### src/rtl/rf_pkg.sv
// Shared register-file types and constants for the write-side controller.
package rf_pkg;
  localparam int unsigned RF_ADDR_W = 5;
  localparam int unsigned RF_DATA_W = 32;
  localparam int unsigned RF_NREGS  = 32;

  typedef struct packed {
    logic [RF_ADDR_W-1:0] addr;
    logic [RF_DATA_W-1:0] data;
  } rf_wr_t;
endpackage

### src/rtl/rf_wq_fifo.sv
// Dual-push, single-pop circular write queue; exposes entries in age order (0 = head).
module rf_wq_fifo
  import rf_pkg::*;
#(
  parameter int unsigned DEPTH = 4
) (
  input  logic                   i_clk,
  input  logic                   i_rst_n,
  input  logic                   i_push_a,
  input  rf_wr_t                 i_wr_a,
  input  logic                   i_push_b,
  input  rf_wr_t                 i_wr_b,
  input  logic                   i_pop,
  output rf_wr_t                 o_head,
  output logic [$clog2(DEPTH):0] o_count,
  output rf_wr_t [DEPTH-1:0]     o_ord,
  output logic [DEPTH-1:0]       o_ord_vld
);
  localparam int unsigned PTR_W = $clog2(DEPTH);
  localparam int unsigned CNT_W = PTR_W + 1;

  rf_wr_t             mem [DEPTH];
  logic [PTR_W-1:0]   rd_ptr;
  logic [PTR_W-1:0]   wr_ptr;
  logic [PTR_W-1:0]   wr_ptr_b;
  logic [CNT_W-1:0]   count;

  // The second push lands after the first, or at wr_ptr when only b pushes.
  assign wr_ptr_b = wr_ptr + PTR_W'(i_push_a);

  always_ff @(posedge i_clk) begin
    if (i_push_a) mem[wr_ptr]   <= i_wr_a;
    if (i_push_b) mem[wr_ptr_b] <= i_wr_b;
  end

  always_ff @(posedge i_clk) begin
    if (!i_rst_n) begin
      rd_ptr <= '0;
      wr_ptr <= '0;
      count  <= '0;
    end else begin
      rd_ptr <= rd_ptr + PTR_W'(i_pop);
      wr_ptr <= wr_ptr + PTR_W'(i_push_a) + PTR_W'(i_push_b);
      count  <= count + CNT_W'(i_push_a) + CNT_W'(i_push_b) - CNT_W'(i_pop);
    end
  end

  assign o_head  = mem[rd_ptr];
  assign o_count = count;

  always_comb begin
    for (int unsigned i = 0; i < DEPTH; i++) begin
      o_ord[i]     = mem[rd_ptr + PTR_W'(i)];
      o_ord_vld[i] = (CNT_W'(i) < count);
    end
  end
endmodule

### src/rtl/rf_write_ctrl.sv
// Register-file write controller: x0 filtering, ordered queue, registered write port,
// pending mask and sticky overflow. Define RF_BYPASS_EN to add the read-bypass ports.
module rf_write_ctrl
  import rf_pkg::*;
#(
  parameter int unsigned DEPTH  = 4,
  parameter int unsigned DATA_W = 32,
  parameter int unsigned ADDR_W = 5
) (
  input  logic              i_clk,
  input  logic              i_rst_n,
  input  logic              i_ld_valid,
  input  logic [ADDR_W-1:0] i_ld_waddr,
  input  logic [DATA_W-1:0] i_ld_wdata,
  input  logic              i_alu_valid,
  input  logic [ADDR_W-1:0] i_alu_waddr,
  input  logic [DATA_W-1:0] i_alu_wdata,
  output logic              o_ready,
  output logic              o_rf_we,
  output logic [ADDR_W-1:0] o_rf_waddr,
  output logic [DATA_W-1:0] o_rf_wdata,
  output logic [31:0]       o_pending,
  output logic              o_ovf
`ifdef RF_BYPASS_EN
  ,
  input  logic [ADDR_W-1:0] i_raddr1,
  input  logic [ADDR_W-1:0] i_raddr2,
  output logic              o_byp1_hit,
  output logic              o_byp2_hit,
  output logic [DATA_W-1:0] o_byp1_data,
  output logic [DATA_W-1:0] o_byp2_data
`endif
);
  localparam int unsigned CNT_W = $clog2(DEPTH) + 1;

  logic               req_ld;
  logic               req_alu;
  logic               push_ld;
  logic               push_alu;
  logic               pop;
  rf_wr_t             wr_ld;
  rf_wr_t             wr_alu;
  rf_wr_t             head;
  logic [CNT_W-1:0]   count;
  rf_wr_t [DEPTH-1:0] ord;
  logic [DEPTH-1:0]   ord_vld;

  assign req_ld   = i_ld_valid  && (i_ld_waddr  != '0);
  assign req_alu  = i_alu_valid && (i_alu_waddr != '0);
  assign o_ready  = (count <= CNT_W'(DEPTH - 2));
  assign push_ld  = req_ld  && o_ready;
  assign push_alu = req_alu && o_ready;
  assign pop      = (count != '0);

  assign wr_ld  = '{addr: RF_ADDR_W'(i_ld_waddr),  data: RF_DATA_W'(i_ld_wdata)};
  assign wr_alu = '{addr: RF_ADDR_W'(i_alu_waddr), data: RF_DATA_W'(i_alu_wdata)};

  rf_wq_fifo #(.DEPTH(DEPTH)) u_fifo (
    .i_clk     (i_clk),
    .i_rst_n   (i_rst_n),
    .i_push_a  (push_ld),
    .i_wr_a    (wr_ld),
    .i_push_b  (push_alu),
    .i_wr_b    (wr_alu),
    .i_pop     (pop),
    .o_head    (head),
    .o_count   (count),
    .o_ord     (ord),
    .o_ord_vld (ord_vld)
  );

  // x0 requests never count as overflow since they would not have used a slot.
  always_ff @(posedge i_clk) begin
    if (!i_rst_n) begin
      o_rf_we    <= 1'b0;
      o_rf_waddr <= '0;
      o_rf_wdata <= '0;
      o_ovf      <= 1'b0;
    end else begin
      o_rf_we <= pop;
      if (pop) begin
        o_rf_waddr <= ADDR_W'(head.addr);
        o_rf_wdata <= DATA_W'(head.data);
      end
      if (!o_ready && (req_ld || req_alu)) o_ovf <= 1'b1;
    end
  end

  always_comb begin
    o_pending = '0;
    if (o_rf_we) o_pending[o_rf_waddr] = 1'b1;
    for (int unsigned i = 0; i < DEPTH; i++) begin
      if (ord_vld[i]) o_pending[ord[i].addr] = 1'b1;
    end
  end

`ifdef RF_BYPASS_EN
  typedef struct packed {
    logic              hit;
    logic [DATA_W-1:0] data;
  } byp_t;

  // Scan oldest to youngest so the youngest match wins; output stage is oldest.
  function automatic byp_t byp_lookup(
    input logic [ADDR_W-1:0] ra,
    input logic              we,
    input logic [ADDR_W-1:0] wa,
    input logic [DATA_W-1:0] wd,
    input rf_wr_t [DEPTH-1:0] q,
    input logic [DEPTH-1:0]  qv
  );
    byp_t r;
    r = '0;
    if (ra != '0) begin
      if (we && (wa == ra)) r = '{hit: 1'b1, data: wd};
      for (int unsigned i = 0; i < DEPTH; i++) begin
        if (qv[i] && (ADDR_W'(q[i].addr) == ra)) r = '{hit: 1'b1, data: DATA_W'(q[i].data)};
      end
    end
    return r;
  endfunction

  byp_t byp1;
  byp_t byp2;

  always_comb begin
    byp1 = byp_lookup(i_raddr1, o_rf_we, o_rf_waddr, o_rf_wdata, ord, ord_vld);
    byp2 = byp_lookup(i_raddr2, o_rf_we, o_rf_waddr, o_rf_wdata, ord, ord_vld);
  end

  assign o_byp1_hit  = byp1.hit;
  assign o_byp1_data = byp1.data;
  assign o_byp2_hit  = byp2.hit;
  assign o_byp2_data = byp2.data;
`endif
endmodule

### config.mk
export PLATFORM = sky130hd
export DESIGN_NAME = rf_write_ctrl
export DESIGN_NICKNAME = d
export VERILOG_FILES = /design/src/rtl/rf_pkg.sv /design/src/rtl/rf_wq_fifo.sv /design/src/rtl/rf_write_ctrl.sv
export SDC_FILE = /design/constraint.sdc
export NUM_CORES = 1
export LEC_CHECK = 0
export BUFFER_PORTS_ARGS = -buffer_cell sky130_fd_sc_hd__buf_4
export CORE_MARGIN = 4
export CORE_UTILIZATION = 50
export CTS_CLUSTER_SIZE = 20
export DETAILED_ROUTE_END_ITERATION = 16
export PLACE_DENSITY = 0.71
export SYNTH_ARGS = -nofsm -noshare
export SYNTH_HDL_FRONTEND = slang
export SYNTH_SLANG_ARGS = --single-unit
### constraint.sdc
create_clock -name i_clk -period 5.32 [get_ports i_clk]
set_clock_uncertainty 0.2 [all_clocks]
set_input_delay 1.064 -clock i_clk [delete_from_list [all_inputs] [get_ports i_clk]]
set_output_delay 1.064 -clock i_clk [all_outputs]
set_load 0.01 [all_outputs]
==> metrics.yaml <==
synth:
  synth.lib_cells_used.distinct: 57
  synthCells: 841
  synthesis.nets: 927
  number_of_enable_type_register_cells_in_the_synthesized_netlist: 148
  ys_seq_elements: 194
  synth_flop_cell: "edfxtp_1"
  yosys_warnings: 0
  synth_seq_area_share_pct: 48.6
  post_synth.cell_area_avg_sq_um: 13.1
  async_reset_ff_share_pct: 0
  synth_area_sq_um: 11000
clock_network:
  total_clock_buffers_created_by_cts: 17
  cts.reportedPaths.clkPinSlew_ps: 70
  cts_setup_buffers: 0
  clk_path_buf_depth: 2
  tritoncts: "built"
  clock_sinks: 194
  clkLatencyLatePin_ps: 440
  clock-root-buffer: "clkbuf_16"
  cts-resized-gates: 0
  hold_bufs_at_cts: 0
  clock_tree.htree_level_count: 4
floorplan:
  vertical_die_dimension_microns: 157
  floorplan.die_area_sq_um: 24500
  row_count: 54
  effective_utilization_at_floorplan_pct: 50.7
  core_sq_um: 21800
  die_w_microns: 157
  ios: 150
cells_and_area:
  final_util_pct: 59.4
  most_common_cell_after_layout_fill_and_taps_aside: "buf_4"
  areaGrowthSynthToFinish_pct: 17.1
  layout.cells.most_common_list: "buf_4 (162), edfxtp_1 (148), mux2_2 (119), nand2_1 (103), nand3_1 (58)"
  n_antenna_cell: 0
  num-nets-final: 1042
  ratio_of_cells_with_drive_above_1_in_the_final_layout_pct: 39.3
drt:
  final_antenna_net_count: 0
  routed_wirelength_normalized_by_instance_count_microns: 22.8
  drt_drc_violations_left: 0
  drtPass1Iterations: 6
  route.final.wire_length_microns: 28500
  detailedRoute.firstIterationViolations: 619
  detailroute.via_count: 7628
  detail_route.vias_per_cell: 6.11
outcome:
  status: "finished clean"
sta:
  totalNegativeSetupSlack_ps: 0
  slew_violations: 0
  clock.fmax_mhz: 229
  finalHoldViolations: 0
  timing.final.setup_violations: 0
  min_period_over_period_pct: 82.1
  tightest_slew_ps: 1310
  finalWorstPathRequiredPeriod_ps: 4370
  rsz0062_at_grt: "false"
  relSlewSlack_pct: 12.9
critical_path:
  timing.critical_path.to_type: "primary output"
  crit_path_max_fanout: 34
  worst-endpoint-required_ps: 4060
  critPathKind: "register to primary output"
  critical_path.startpoint_type: "register"
  arrival_ps: 3100
placement:
  detailedPlacementHpwl_microns: 19500
  place.gp.congestion: 0.944
  io_buffers: 149
power_and_ir_drop:
  pwr_density_nw_per_um2: 591
  ir_drop_mv: 0.344
  power_leakage_nw: 4.62
global_routing:
  gr-total-overflow: 0
  grtUsageTotal_pct: 23.4
  antenna_found_initial: 0
  pin_count_of_the_biggest_net_entering_global_routing: 47
  grt_first_pass_wirelength_microns: 44500
  first_global_vias: 7759
min_path:
  class_of_the_tightest_hold_or_removal_check: "register to register"
job:
  max_cap_violations: 0
## final cells by class
type | instances | area (sq um)
repair buffers | 166 | 1300
inverters | 10 | 37.5
well taps | 280 | 350
multi-input cells | 567 | 5300
fillers | 1771 | 8840
clock inverters | 8 | 65.1
flip-flops and latches | 194 | 5370
clock buffers | 24 | 504
## per-stage QoR
step | power (mW) | hold WS [ps] | setup slack (ps) | cell area (sq um) | std cells
after detailed placement | 6.42 | 259 | 773 | 12400 | 1217
after global placement | 6.35 | 254 | 811 | 12400 | 1217
after CTS | 7.67 | 269 | 946 | 12900 | 1249
after global routing | 8.06 | 289 | 817 | 12900 | 1249
final | 7.63 | 266 | 954 | 12900 | 1249
after floorplan | 5.12 | 285 | 431 | 11000 | 841
## logic make-up after synthesis
| logic type | synth area share [%] |
|---|---|
| AND/OR/NAND/NOR | 12.5 |
| multiplexers | 26.0 |
| flip-flops | 48.6 |
| AO/OA/AOI/OAI | 7.24 |
| buffers and inverters | 4.17 |
| adder cells (fa/ha/maj) | 1.04 |
| XOR/XNOR | 0.397 |
## registers in the layout, indices dropped and copies added, names as in the netlist
name,cells
u_fifo.mem,148
o_rf_wdata,32
o_rf_waddr,5
u_fifo.o_count,3
u_fifo.rd_ptr,2
u_fifo.wr_ptr,2
o_ovf,1
o_rf_we,1
## final timing paths
path / start / cells past startpoint / to / slack (ps)
max: u_fifo.rd_ptr[0]$_SDFF_PN0_ / 5 / o_pending[12] / 950
min: o_rf_wdata[2]$_SDFFE_PN0N_ / 2 / o_rf_wdata[2]$_SDFFE_PN0N_ / 270
max reg2reg: u_fifo.o_count[2]$_SDFF_PN0_ / 10 / u_fifo.mem[3][33]$_DFFE_PP_ / 1290
min reg2reg: o_rf_wdata[2]$_SDFFE_PN0N_ / 2 / o_rf_wdata[2]$_SDFFE_PN0N_ / 270
## layer usage
layer | GRT usage (%) | wire length (microns)
met5 | 0 | 0
met4 | 7.44 | 710
met3 | 4.48 | 1810
met2 | 40.3 | 14300
met1 | 30.0 | 11600
## worst max-delay path, cell delays in order (launching register included)
cell     delay (ps)
dfxtp_4         740
mux4_1          780
nor2b_1         630
a22oi_1         190
nand3_1         170
buf_4           140
## cell usage after synthesis, drive strengths merged (2+ instances only)
library cell / number / area [sq um]
a2111oi: 2 / 30.0
nor2: 11 / 41.3
buf: 40 / 309
and3b: 2 / 17.5
nor4b: 4 / 86.3
xnor2: 3 / 26.3
o21ai: 2 / 21.3
and2: 17 / 106
nand3: 58 / 290
clkbuf: 30 / 114
nand2: 103 / 387
mux4: 52 / 1200
nor4: 2 / 33.8
o31ai: 2 / 15.0
fa: 2 / 40.0
dfxtp: 46 / 921
ha: 6 / 75.1
or4: 2 / 18.8
and4: 3 / 26.3
inv: 10 / 37.5
nor3: 3 / 26.3
mux2: 148 / 1670
a32oi: 24 / 210
and4b: 5 / 50.1
edfxtp: 148 / 4440
nand4: 19 / 119
a31o: 2 / 17.5
xor2: 2 / 17.5
nor2b: 17 / 106
a22oi: 20 / 150
and3: 2 / 12.5
o21a: 2 / 15.0
o2111ai: 2 / 17.5
nor3b: 5 / 42.5
a21boi: 37 / 278
## where the power goes
part | internal, mW | total, mW | switching, mW
sequential | 2.30 | 2.62 | 0.324
combinational | 1.59 | 3.77 | 2.18
clock | 0.677 | 1.24 | 0.562
Note: power is estimated with default switching activity, not from simulation.
